$ cat src/rtl/soc_ctrl_pkg.sv
// ============================================================================
//  Module      : soc_ctrl_pkg
//  Description : Shared types and constants for the clock/reset sequencer.
//  Revision    : 1.0 - initial release
// ============================================================================
`timescale 1ns/1ps
`default_nettype none

package soc_ctrl_pkg;

    typedef enum logic [1:0] {
        ST_IDLE      = 2'd0,
        ST_WAIT_PRED = 2'd1,
        ST_COUNT     = 2'd2,
        ST_READY     = 2'd3
    } soc_ctrl_seq_state_e;

    localparam int c_SEQ_MODE_INDEP = 0;
    localparam int c_SEQ_MODE_CHAIN = 1;

endpackage : soc_ctrl_pkg

`default_nettype wire

$ cat src/rtl/soc_ctrl_clk_rst_seq_ch.sv
// ============================================================================
//  Module      : soc_ctrl_clk_rst_seq_ch
//  Description : One clock/reset channel: reset synchroniser, release FSM and
//                delay counter, with optional dependency on a predecessor.
//  Revision    : 1.0 - initial release
// ============================================================================
`timescale 1ns/1ps
`default_nettype none

module soc_ctrl_clk_rst_seq_ch
    import soc_ctrl_pkg::*;
#(
    parameter int CNT_W    = 8,
    parameter int SEQ_MODE = c_SEQ_MODE_CHAIN,
    parameter bit HAS_PRED = 1'b1
) (
    input  logic             clk_i,
    input  logic             arst_i,
    input  logic             ch_arst_ni,
    input  logic             ch_clk_en_i,
    input  logic [CNT_W-1:0] delay_i,
    input  logic             pred_ready_i,
    output logic             ch_clk_en_o,
    output logic             ch_ready_o,
    output logic             busy_o
);

    localparam logic [CNT_W-1:0] c_CNT_ONE = CNT_W'(1);

    logic [1:0]          sync_q;
    soc_ctrl_seq_state_e state_q;
    logic [CNT_W-1:0]    cnt_q;
    logic                w_rst_sync;
    logic                w_hold;

    assign w_rst_sync = sync_q[1];
    assign w_hold     = (SEQ_MODE == c_SEQ_MODE_CHAIN) && HAS_PRED && !pred_ready_i;

    always_ff @(posedge clk_i or posedge arst_i) begin
        if (arst_i) begin
            sync_q  <= 2'b00;
            state_q <= ST_IDLE;
            cnt_q   <= '0;
        end else begin
            sync_q <= {sync_q[0], ch_arst_ni};
            if (!w_rst_sync) begin
                state_q <= ST_IDLE;
                cnt_q   <= '0;
            end else begin
                case (state_q)
                    // IDLE and WAIT_PRED share the same release decision.
                    ST_IDLE, ST_WAIT_PRED: begin
                        if (w_hold) begin
                            state_q <= ST_WAIT_PRED;
                            cnt_q   <= '0;
                        end else if (delay_i != '0) begin
                            state_q <= ST_COUNT;
                            cnt_q   <= delay_i;
                        end else begin
                            state_q <= ST_READY;
                            cnt_q   <= '0;
                        end
                    end
                    ST_COUNT: begin
                        if (w_hold) begin
                            state_q <= ST_WAIT_PRED;
                            cnt_q   <= '0;
                        end else if (cnt_q <= c_CNT_ONE) begin
                            state_q <= ST_READY;
                            cnt_q   <= '0;
                        end else begin
                            cnt_q   <= cnt_q - c_CNT_ONE;
                        end
                    end
                    ST_READY: begin
                        if (w_hold) begin
                            state_q <= ST_WAIT_PRED;
                        end
                    end
                    default: begin
                        state_q <= ST_IDLE;
                        cnt_q   <= '0;
                    end
                endcase
            end
        end
    end

    // The synchronised reset term drops the gate in the same cycle it falls.
    assign ch_clk_en_o = ch_clk_en_i && (state_q == ST_READY) && w_rst_sync;
    assign ch_ready_o  = (state_q == ST_READY);
    assign busy_o      = (state_q == ST_WAIT_PRED) || (state_q == ST_COUNT);

endmodule : soc_ctrl_clk_rst_seq_ch

`default_nettype wire

$ cat src/rtl/soc_ctrl_clk_rst_seq.sv
// ============================================================================
//  Module      : soc_ctrl_clk_rst_seq
//  Description : Multi-channel clock-enable / reset release sequencer.
//  Revision    : 1.0 - initial release
// ============================================================================
`timescale 1ns/1ps
`default_nettype none

module soc_ctrl_clk_rst_seq
    import soc_ctrl_pkg::*;
#(
    parameter int NUM_CH   = 4,
    parameter int CNT_W    = 8,
    parameter int SEQ_MODE = c_SEQ_MODE_CHAIN
) (
    input  logic                         clk_i,
    input  logic                         arst_i,
    input  logic [NUM_CH-1:0]            ch_arst_ni,
    input  logic [NUM_CH-1:0]            ch_clk_en_i,
    input  logic [NUM_CH-1:0][CNT_W-1:0] delay_i,
    output logic [NUM_CH-1:0]            ch_clk_en_o,
    output logic [NUM_CH-1:0]            ch_ready_o,
    output logic                         busy_o
);

    logic [NUM_CH-1:0] w_pred_ready;
    logic [NUM_CH-1:0] w_busy;

    for (genvar k = 0; k < NUM_CH; k++) begin : g_ch
        // Channel 0 heads the chain, so it always sees its predecessor ready.
        if (k == 0) begin : g_head
            assign w_pred_ready[k] = 1'b1;
        end else begin : g_tail
            assign w_pred_ready[k] = ch_ready_o[k-1];
        end

        soc_ctrl_clk_rst_seq_ch #(
            .CNT_W    (CNT_W),
            .SEQ_MODE (SEQ_MODE),
            .HAS_PRED (k > 0)
        ) u_ch (
            .clk_i        (clk_i),
            .arst_i       (arst_i),
            .ch_arst_ni   (ch_arst_ni[k]),
            .ch_clk_en_i  (ch_clk_en_i[k]),
            .delay_i      (delay_i[k]),
            .pred_ready_i (w_pred_ready[k]),
            .ch_clk_en_o  (ch_clk_en_o[k]),
            .ch_ready_o   (ch_ready_o[k]),
            .busy_o       (w_busy[k])
        );
    end

    assign busy_o = |w_busy;

endmodule : soc_ctrl_clk_rst_seq

`default_nettype wire

$ cat config.mk
export PLATFORM = sky130hd
export DESIGN_NAME = soc_ctrl_clk_rst_seq
export DESIGN_NICKNAME = d
export VERILOG_FILES = /design/src/rtl/soc_ctrl_pkg.sv /design/src/rtl/soc_ctrl_clk_rst_seq_ch.sv /design/src/rtl/soc_ctrl_clk_rst_seq.sv
export SDC_FILE = /design/constraint.sdc
export NUM_CORES = 1
export LEC_CHECK = 0
export ABC_AREA = 1
export CAP_MARGIN = 10
export CORE_MARGIN = 2
export CORE_UTILIZATION = 56
export DETAILED_ROUTE_END_ITERATION = 16
export GPL_TIMING_DRIVEN = 0
export PLACE_DENSITY = 0.86
export SKIP_CTS_REPAIR_TIMING = 1
export SLEW_MARGIN = 10
export SYNTH_ARGS = -nofsm -noshare
export SYNTH_HDL_FRONTEND = slang
export SYNTH_HIERARCHICAL = 1
export SYNTH_SLANG_ARGS = --single-unit
$ cat constraint.sdc
create_clock -name clk_i -period 1.6 [get_ports clk_i]
set_input_delay 0.24 -clock clk_i [delete_from_list [all_inputs] [get_ports clk_i]]
set_output_delay 0.24 -clock clk_i [all_outputs]
set_load 0.05 [all_outputs]
==> results.md <==
- Largest net degree at the start of global routing: 15
- Number of diodes: 0
- Syn Inst Count: between 500 and 600
- Post-synth net total: 595
- DRC viols: 0
- Worst VDD drop: 0.000768 V
- Depth of the CTS H-tree: 2
- Vias in the first global route: 3359
- Die H: 84.7 um
- CTS buffer count: 5
- Type of the tightest min-delay check: flip-flop to flip-flop
- Clk root buf: clkbuf_8
- Layout Skew: 0.0145 ns
- Failing checks: negative setup slack
- Power Total: around 3400 uW
- CTS tree: yes
- Crit path required time: 1.36 ns
- Initial DRT Pass Iterations: 4
- Mapped Area: ~3600 um2
- CORE AREA: ~6300 um2
- CP startpoint kind: flip-flop
- DRT Wirelength: roughly 9 mm
- Critical Setup Path Class: flip-flop to output port
- Total GRT Usage: 24.2%
- Die footprint: 7170 um2
- Crit end category: output port
- WL/cell: 13.1 um
- IO Pins: 51
- MaxCap Viol Count: 0
- Synth warn: 6
- DPL Wire Length: 6.30 mm
- Final hold slack: 0.354 ns
- Worst Tran Pin Value: 0.502 ns
- Placed Area: between 4000 and 5000 um2
- Pre-CTS WS: -0.348 ns
- Grt total ovfl: 0
- Final Max Slew Viols: 0
- Die X: 84.7 um
- GPL Wtd Cong: 0.917
- Starting Density: between 50 and 60%
- Layout area overhead: 24.8%
- CP arrival: 1.43 ns
- Post-route cell area: 4550 um2
- Status: finished, violations left
- Period utilization: 104%
- Fmax: 599 MHz
- Final worst path period need: around 1.7 ns
- Setup TNS: -0.146 ns
- Initial drt markers: between 150 and 200
- First-pass GRT wire length: roughly 14 mm
- Total power divided by cell area: between 700 and 800 nW/um2
- Layout cells sized above 1: between 20% and 30%
- Via count: 3597
- Clock latency at the later pin of the worst-skew pair: between 0.3 and 0.4 ns
- Nets: 665
- Setup violators final: 3
- P_leak: ~0.0022 uW
- Site Rows: 29
- # clock sinks: 48
- Avg Inst Size Synth: 6.89 um2
- Vias/cell: 5.31
- Count of input and output buffers: 50
- Clock Path Buffers: 2
- Final Hold Vio Count: 0
- Worst Path Max Fanout: 6
- Final Worst Setup Slack: -0.0690 ns
- Unrepaired setup endpoints after global routing: yes
- DRT antenna net count: 0
- Antenna violations before repair: 0
- Worst-path clk slew: 0.09 ns
- Headroom to the max-slew limit: about two thirds
==> state kept, by name, summed over array words and instances (netlist names) <==
signal / flops
g_ch.u_ch/cnt_q: 32
g_ch.u_ch/state_q: 8
g_ch.u_ch/sync_q: 8
==> through the flow <==
stage,cells,util [%]
2_1_floorplan,529,-
3_3_place_gp,656,67.4
3_5_place_dp,656,67.4
4_1_cts,664,68.8
5_1_grt,677,72.1
6_report,677,72.1
==> critical path: stages (launching register included) <==
cell and delay [ns]:
dfrtp_1 0.41, ha_2 0.28, inv_1 0.09, nor2_2 0.10, clkbuf_4 0.23
==> metal layers <==
metal	GRT usage (%)	share of wire, %	wire length, um	vias to the layer above
met5	0	0	0	-
met4	7.79	2.3	206	0
met3	3.64	4.2	374	23
met2	42.3	51	4510	90
met1	30.6	43	3810	1688
li1	-	-	-	1796
==> power by group <==
part	leakage (uW)	internal [uW]	total [uW]	switching, uW
Sequential	0.000630	1310	1430	124
Clock	0.0000445	352	794	442
Combinational	0.00157	482	1190	707
Total	0.00225	2140	3420	1270
==> cell type report <==
type / instances / area (um2)
Buffer: 6 / 48.8
Clock buffer: 7 / 86.3
Clock inverter: 1 / 7.51
Fill cell: 485 / 1760
Inverter: 71 / 272
Multi-Input combinational cell: 404 / 2250
Sequential cell: 48 / 1210
Tap cell: 77 / 96.3
Timing Repair Buffer: 63 / 581
==> layout by cell type (no fill, tap or decap), types with 4 or more instances in the layout <==
cell               n
clkbuf_2           4
dfrtp_1           44
dfrtp_2            4
ha_2               5
nor2_4             6
buf_6              7
nor2_2             9
nor2_1            79
nand2_2           15
ha_4               7
ha_1              12
clkdlybuf4s50_1   41
buf_4             13
inv_2             25
xor2_1             5
inv_1             44
nand4_1            5
clkbuf_8           6
a21oi_1            5
nand3_1           36
nand3_2            4
o21ai_0            7
o21ai_1           22
nand2_4            7
nand2_1          160
==> final timing paths <==
kind                                              start                 endpoint  slack [ns]  cells past startpoint
worst max-delay path            g_ch[0].u_ch/state_q[1]           ch_clk_en_o[0]       -0.07                      4
worst min register to register   g_ch[2].u_ch/sync_q[0]   g_ch[2].u_ch/sync_q[1]        0.35                      0
worst max register to register  g_ch[2].u_ch/state_q[1]    g_ch[2].u_ch/cnt_q[1]        0.05                      9
worst min-delay path             g_ch[2].u_ch/sync_q[0]   g_ch[2].u_ch/sync_q[1]        0.35                      0
max in group asynchronous                        arst_i  g_ch[1].u_ch/state_q[0]        0.85                      2
min in group asynchronous                        arst_i    g_ch[2].u_ch/cnt_q[1]        0.38                      2
(Power assumes the default switching activity.)
